File: src/rtl/shift_req_fifo.sv
`default_nettype none
// ============================================================================
// Module   : shift_req_fifo
// Purpose  : Request FIFO and registered output stage wrapped around an
//            external combinational 8-bit logical right barrel shifter.
// Revision : 1.0 - initial release
// ============================================================================
module shift_req_fifo #(
  parameter int DEPTH = 4,
  parameter int CW    = $clog2(DEPTH + 1)
) (
  input  logic          clk,
  input  logic          rst_n,
  input  logic          in_valid,
  output logic          in_ready,
  input  logic [7:0]    in_data,
  input  logic [2:0]    in_shmag,
  output logic [7:0]    sh_in,
  output logic [2:0]    sh_shmag,
  input  logic [7:0]    sh_out,
  output logic          out_valid,
  input  logic          out_ready,
  output logic [7:0]    out_data,
  output logic [2:0]    out_shmag,
  output logic [CW-1:0] count
);

  localparam int            AW      = (DEPTH > 1) ? $clog2(DEPTH) : 1;
  localparam logic [CW-1:0] C_DEPTH = CW'(DEPTH);
  localparam logic [CW-1:0] C_ONE   = CW'(1);

  logic [7:0]    r_mem_data  [DEPTH];
  logic [2:0]    r_mem_shmag [DEPTH];
  logic [AW-1:0] r_wptr;
  logic [AW-1:0] r_rptr;
  logic [CW-1:0] r_count;
  logic          r_out_valid;
  logic [7:0]    r_out_data;
  logic [2:0]    r_out_shmag;

  logic          w_empty;
  logic          w_push;
  logic          w_pop;

  // Acceptance depends only on registered occupancy, never on a same-cycle pop.
  assign w_empty  = (r_count == '0);
  assign in_ready = (r_count != C_DEPTH);
  assign w_push   = in_valid && in_ready;
  assign w_pop    = !w_empty && (!r_out_valid || out_ready);

  assign sh_in    = w_empty ? 8'd0 : r_mem_data[r_rptr];
  assign sh_shmag = w_empty ? 3'd0 : r_mem_shmag[r_rptr];

  assign out_valid = r_out_valid;
  assign out_data  = r_out_data;
  assign out_shmag = r_out_shmag;
  assign count     = r_count;

  // Storage is not reset; the pointers and count define what is valid.
  always_ff @(posedge clk) begin
    if (w_push) begin
      r_mem_data[r_wptr]  <= in_data;
      r_mem_shmag[r_wptr] <= in_shmag;
    end
  end

  always_ff @(posedge clk or negedge rst_n) begin
    if (!rst_n) begin
      r_wptr      <= '0;
      r_rptr      <= '0;
      r_count     <= '0;
      r_out_valid <= 1'b0;
      r_out_data  <= 8'd0;
      r_out_shmag <= 3'd0;
    end else begin
      if (w_push) begin
        r_wptr <= r_wptr + AW'(1);
      end
      if (w_pop) begin
        r_rptr      <= r_rptr + AW'(1);
        r_out_data  <= sh_out;
        r_out_shmag <= sh_shmag;
        r_out_valid <= 1'b1;
      end else if (r_out_valid && out_ready) begin
        r_out_valid <= 1'b0;
      end
      case ({w_push, w_pop})
        2'b10:   r_count <= r_count + C_ONE;
        2'b01:   r_count <= r_count - C_ONE;
        default: r_count <= r_count;
      endcase
    end
  end

endmodule
`default_nettype wire
File: config.mk
export PLATFORM = sky130hd
export DESIGN_NAME = shift_req_fifo
export DESIGN_NICKNAME = d
export VERILOG_FILES = /design/src/rtl/shift_req_fifo.sv
export SDC_FILE = /design/constraint.sdc
export NUM_CORES = 1
export LEC_CHECK = 0
export BUFFER_PORTS_ARGS = -buffer_cell sky130_fd_sc_hd__buf_2
export CELL_PAD_IN_SITES_DETAIL_PLACEMENT = 1
export CELL_PAD_IN_SITES_GLOBAL_PLACEMENT = 2
export CORE_UTILIZATION = 36
export DETAILED_ROUTE_END_ITERATION = 8
export PLACE_DENSITY_LB_ADDON = 0.08
export SLEW_MARGIN = 20
export SYNTH_ARGS = -nofsm -noshare
export SYNTH_HDL_FRONTEND = slang
export SYNTH_SLANG_ARGS = --single-unit
File: constraint.sdc
create_clock -name clk -period 2.05 [get_ports clk]
set_input_delay 0.615 -clock clk [delete_from_list [all_inputs] [get_ports clk]]
set_output_delay 0.615 -clock clk [all_outputs]
set_load 0.02 [all_outputs]
Yosys cells after proc, flatten, opt, wreduce, memory -nomap -nowiden
Memory sizes are Yosys's and may differ from the RTL's.
Index checks and enable logic that the tools add are counted.

word-level totals
  bits in registers = 19
  bits of input ports = 23
  logic and storage cells = 31
  output and inout bits = 27
  memories kept = 2
  memory bits (writable) = 44

memories
  memory       words  width  rd ports  clocked after Yosys merged registers in  wr ports  RTL line  RTL
  r_mem_data   4      8      1         0                                        1         32        logic [7:0] r_mem_data [DEPTH];
  r_mem_shmag  4      3      1         0                                        1         33        logic [2:0] r_mem_shmag [DEPTH];

operators by class
  eq/ne operators = 3
  reductions and logical operators = 9
  mux-type cells = 7
  add/subtract/negate cells = 4

operators by type and width
  cell                                                                   count
  8-bit two-way mux                                                      1
  3-bit case mux with 2 select lines                                     1
  2-bit by 1-bit adder with 2-bit output, second input constant          2
  1-bit two-way mux                                                      4
  2-bit nonzero test                                                     2
  3-bit by 1-bit adder with 3-bit output, second input constant          1
  1-bit logical AND                                                      3
  3-bit logical NOT                                                      1
  3-bit two-way mux                                                      1
  3-bit inequality test, second input constant                           1
  3-bit by 1-bit subtractor with 3-bit output, second input constant     1
  2-bit by 1-bit equality test with 1-bit output, second input constant  1
  2-bit equality test, second input constant                             1
  1-bit logical NOT                                                      2
  1-bit logical OR                                                       1

Logic depth before layout (Yosys ltp)
  depth after elaboration = 5
  gate-level depth with buffers = 9
  mapped depth without buffers = 9

Worst setup path after synthesis
No wires, ideal clock.

  path kind = register to register
  start = reg r_count[0], in the netlist count[0]
  end = reg r_count[2], in the netlist count[2]
  buffers on the path = 0
  data required time = 1.970 ns
  cell stages (with the launch flop) = 10
  path slack = -0.191 ns
  data arrival time = 2.161 ns
  clock period less this slack = 2.241 ns
  setup time = 0.080 ns
  cells stage by stage = dfrtp_1 -> or3b_4 -> and2_4 -> inv_1 -> ha_1 -> inv_1 -> fa_1 -> xor2_1 -> nor2_1 -> xor2_1

between the ends
  elaborated cells on any way between the ends = 11
  classes of those cells = add/sub: 2; eq/ne: 3; mux: 1; reduce/logical: 5

RTL lines
  element                                                                                       RTL line  RTL
  start, declared                                                                               36        logic [CW-1:0] r_count;
  start signal, assigned                                                                        88        2'b10: r_count <= r_count + C_ONE;
  start signal, assigned                                                                        89        2'b01: r_count <= r_count - C_ONE;
  start signal, assigned                                                                        90        default: r_count <= r_count;
  3-bit inequality test *                                                                       47        assign in_ready = (r_count != C_DEPTH);
  net in_ready                                                                                  15        output logic in_ready,
  1-bit logical AND *                                                                           48        assign w_push = in_valid && in_ready;
  2-bit by 1-bit equality test with 1-bit output / 2-bit equality test (equally long branches)  87        case ({w_push, w_pop})
  3-bit case mux with 2 select lines / 2-bit nonzero test (equally long branches)               --

Mark *: on every way through the listed nets, which the timed path passes. The rest lies on a longest branch.
A chain may end at the register's enable or synchronous reset.

Final worst setup path
  start = reg r_rptr[0]
  end = out sh_shmag[2]

between the ends
  longest elaborated chain between the ends = 2

RTL lines
  element                 RTL line  RTL
  start, declared         35        logic [AW-1:0] r_rptr;
  start signal, assigned  80        r_rptr <= r_rptr + AW'(1);
  memory read 4 x 3 bit   --
  3-bit two-way mux       52        assign sh_shmag = w_empty ? 3'd0 : r_mem_shmag[r_rptr];
  end, declared           19        output logic [2:0] sh_shmag,

No other way between the ends.

==> run metrics <==
first-pass GRT wire length 7940 um; post-synthesis xor/xnor area fraction 0.0207; core footprint 0.00679 mm2; crit path launch type flip-flop; cell area after synthesis 0.00254 mm2; average wire per standard cell 16.5 um; Post-Synth Adder-Cell Area 0.0325; final period utilization 1.13; overall power 5180 uW; part of the power in registers 0.363; Max Clock Freq 431 MHz; R2R depth 11; vias in the first global route 1,523; max_slew headroom 0.705; Lkg Pwr 0.00131 uW; Cell Pwr Density 1590 mW/mm2; top cell type by total area after synthesis edfxtp_1; clock slew at reported path FFs 0.07 ns; TritonRoute pass-1 iters 4; Min-Delay Path Class in -> async; FP Rows 30; crit path max fanout 8; status finished, violations left; Max VDD drop 0.610 mV; GRT Residual Overflow 0; cts bufs inserted 9; violated checks setup timing; Combinational Power Share 0.465; mux cell area share after synthesis 0.156; Syn Nets 161; NumNets Final 232; Clock Sinks 63; initial antenna violation count 0; initial drt markers 64; Worst Skew 0.00621 ns; share of layout cells above drive strength 1 0.572; CP arrival 1.71 ns; final setup margin -0.272 ns; Psw 1810 uW; max cap viols 0; Synth Area in Compound Gates 0; critical path class reg -> out; min Tclk post-route 2.32 ns; fillers 690; DPL Wire Length 3470 um; clk_lat worst skew 0.34 ns; final instance area 0.00327 mm2; die width 86.0 um; synth top area cells edfxtp_1, dfrtp_1, mux4_2, mux2_2, nor2b_1; Antenna Cells 0; Sw Share 0.350; Seq/Total Area, Yosys 0.708; critical path required time 1.43 ns; #FFs+latches synth 63; Synth top area share 0.520; CTS tree done; # DRC 0; I/O pin cnt 50; crit path capture type output port; Port Buffers 49; DP Area 0.00300 mm2; CTS max path bufs 2; Final Max Tran Viols 0; routability cong. 0.675; Synth Area in Simple Gates 0.0631; Die Y 86.0 um; final WL 5030 um; root buffer cell clkbuf_8; H-tree levels 3; main combinational cell family by area after synthesis multiplexers; Worst-Margin Slew 0.442 ns; Distinct cells, synth 25; Final Hold Viols 0; cell count after synthesis 132; Initial Util 0.374; via count 1,397; Setup violations, final 11; Routed Antenna Nets 0; RSZ-0062 raised after global routing yes; largest net degree at the start of global routing 20; post-DR vias/cell 4.60; clock power share 0.172; cell internal pwr 3360 uW; Tot GR Track Use 0.154; yosys warns 0; CTS hold repair buffers 0; DIE AREA 0.00739 mm2; area delta synth->final 28.6%; Mean Syn Cell Area 19.2 um2
cells by family (layout without fill, tap and decap cells):
kind of cell | after synthesis | in the layout
xor+xnor | 6 | 6
buf+inv | 10 | 86
flops | 63 | 63
mux | 24 | 24
fa+ha+maj | 6 | 6
simple gates | 23 | 23
path summary, 6_finish.rpt:
check                        startpoint                to  slack, ns
min in group clk             in_data[3]  r_mem_data[1][3]       0.49
min reg2reg                out_shmag[0]      out_shmag[0]       0.50
min                               rst_n       out_data[6]       0.21
max                           r_rptr[0]       sh_shmag[2]      -0.27
max in group asynchronous         rst_n          count[0]       1.50
max reg2reg                    count[2]          count[2]       0.01
Yosys cell counts, drive strengths merged:
| cell | instances |
|---|---|
| nor2b | 12 |
| and2 | 1 |
| buf | 3 |
| edfxtp | 44 |
| ha | 5 |
| nand2 | 1 |
| nand2b | 1 |
| xor2 | 4 |
| dfrtp | 19 |
| mux2 | 12 |
| and3b | 1 |
| or3b | 1 |
| nor2 | 1 |
| nor3 | 1 |
| mux4 | 11 |
| inv | 6 |
| clkbuf | 1 |
| mux2i | 1 |
| xnor2 | 2 |
| and3 | 4 |
| fa | 1 |
power by group through the flow:
stage / combinational, uW / sequential, uW / clock, uW
after floorplan: 1240 / 2070 / 0
after global placement: 2140 / 1880 / 0
after detailed placement: 2190 / 1910 / 0
after CTS: 2210 / 1890 / 917
after global routing: 2610 / 1920 / 971
final: 2410 / 1880 / 890
flip-flops by register name, indices dropped and copies added (netlist names):
register / flops
out_valid: 1
out_shmag: 3
r_mem_shmag: 12
r_rptr: 2
r_wptr: 2
r_mem_data: 32
out_data: 8
count: 3
critical path, cell delays in order (launching register included):
cell and delay (ns):
dfrtp_1 0.40, buf_12 0.16, mux4_2 0.52, nor2b_1 0.14, buf_2 0.15
what timing repair did:
item / CTS / global route
setup buffers: 1 / 2
hold endpoints to repair: 0 / 0
gates resized for setup: 2 / 22
endpoints found under the setup margin: 13 / 13
pin swaps: 2 / 1
area by class of cell:
cell class,instances,area [um2],share of cell area
clock buffers,12,135,0.0414
multi-input cells,59,743,0.228
well taps,96,120,0.0368
repair buffers,64,422,0.129
clock inverters,4,22.5,0.00690
inverters,6,22.5,0.00690
flip-flops and latches,63,1800,0.551
cell usage in the layout (no fill, tap or decap), types with 2 or more instances in the layout:
cell type and count:
and3_2 4, buf_2 42, buf_4 12, buf_6 9
clkbuf_1 3, clkbuf_8 9, clkinv_2 3, dfrtp_1 16
dfrtp_2 3, edfxtp_1 44, ha_1 4, inv_1 4
inv_2 2, mux2_2 11, mux4_2 11, nor2b_1 7
nor2b_4 4, xnor2_1 2, xor2_1 4
layer usage:
metal | GRT usage | vias up | wire length [um]
met2 | 0.245 | 30 | 2560
met1 | 0.185 | 721 | 2160
li1 | - | 635 | -
met3 | 0.0510 | 11 | 190
met4 | 0.0864 | 0 | 117
met5 | 0 | - | 0
per-stage QoR:
step           worst slack (ns)  instances  hold slack, ns  setup TNS (ns)   util
4_1_cts                  -0.314        302           0.219           -3.02  0.466
3_5_place_dp             -0.125        285           0.492          -0.125  0.441
6_report                 -0.272        304           0.213           -2.60  0.481
5_1_grt                  -0.338        304           0.235           -3.53  0.481
2_1_floorplan           -0.0639        132           0.319         -0.0639      -
3_3_place_gp            -0.0554        285           0.486         -0.0554  0.441
(Power assumes the default switching activity.)
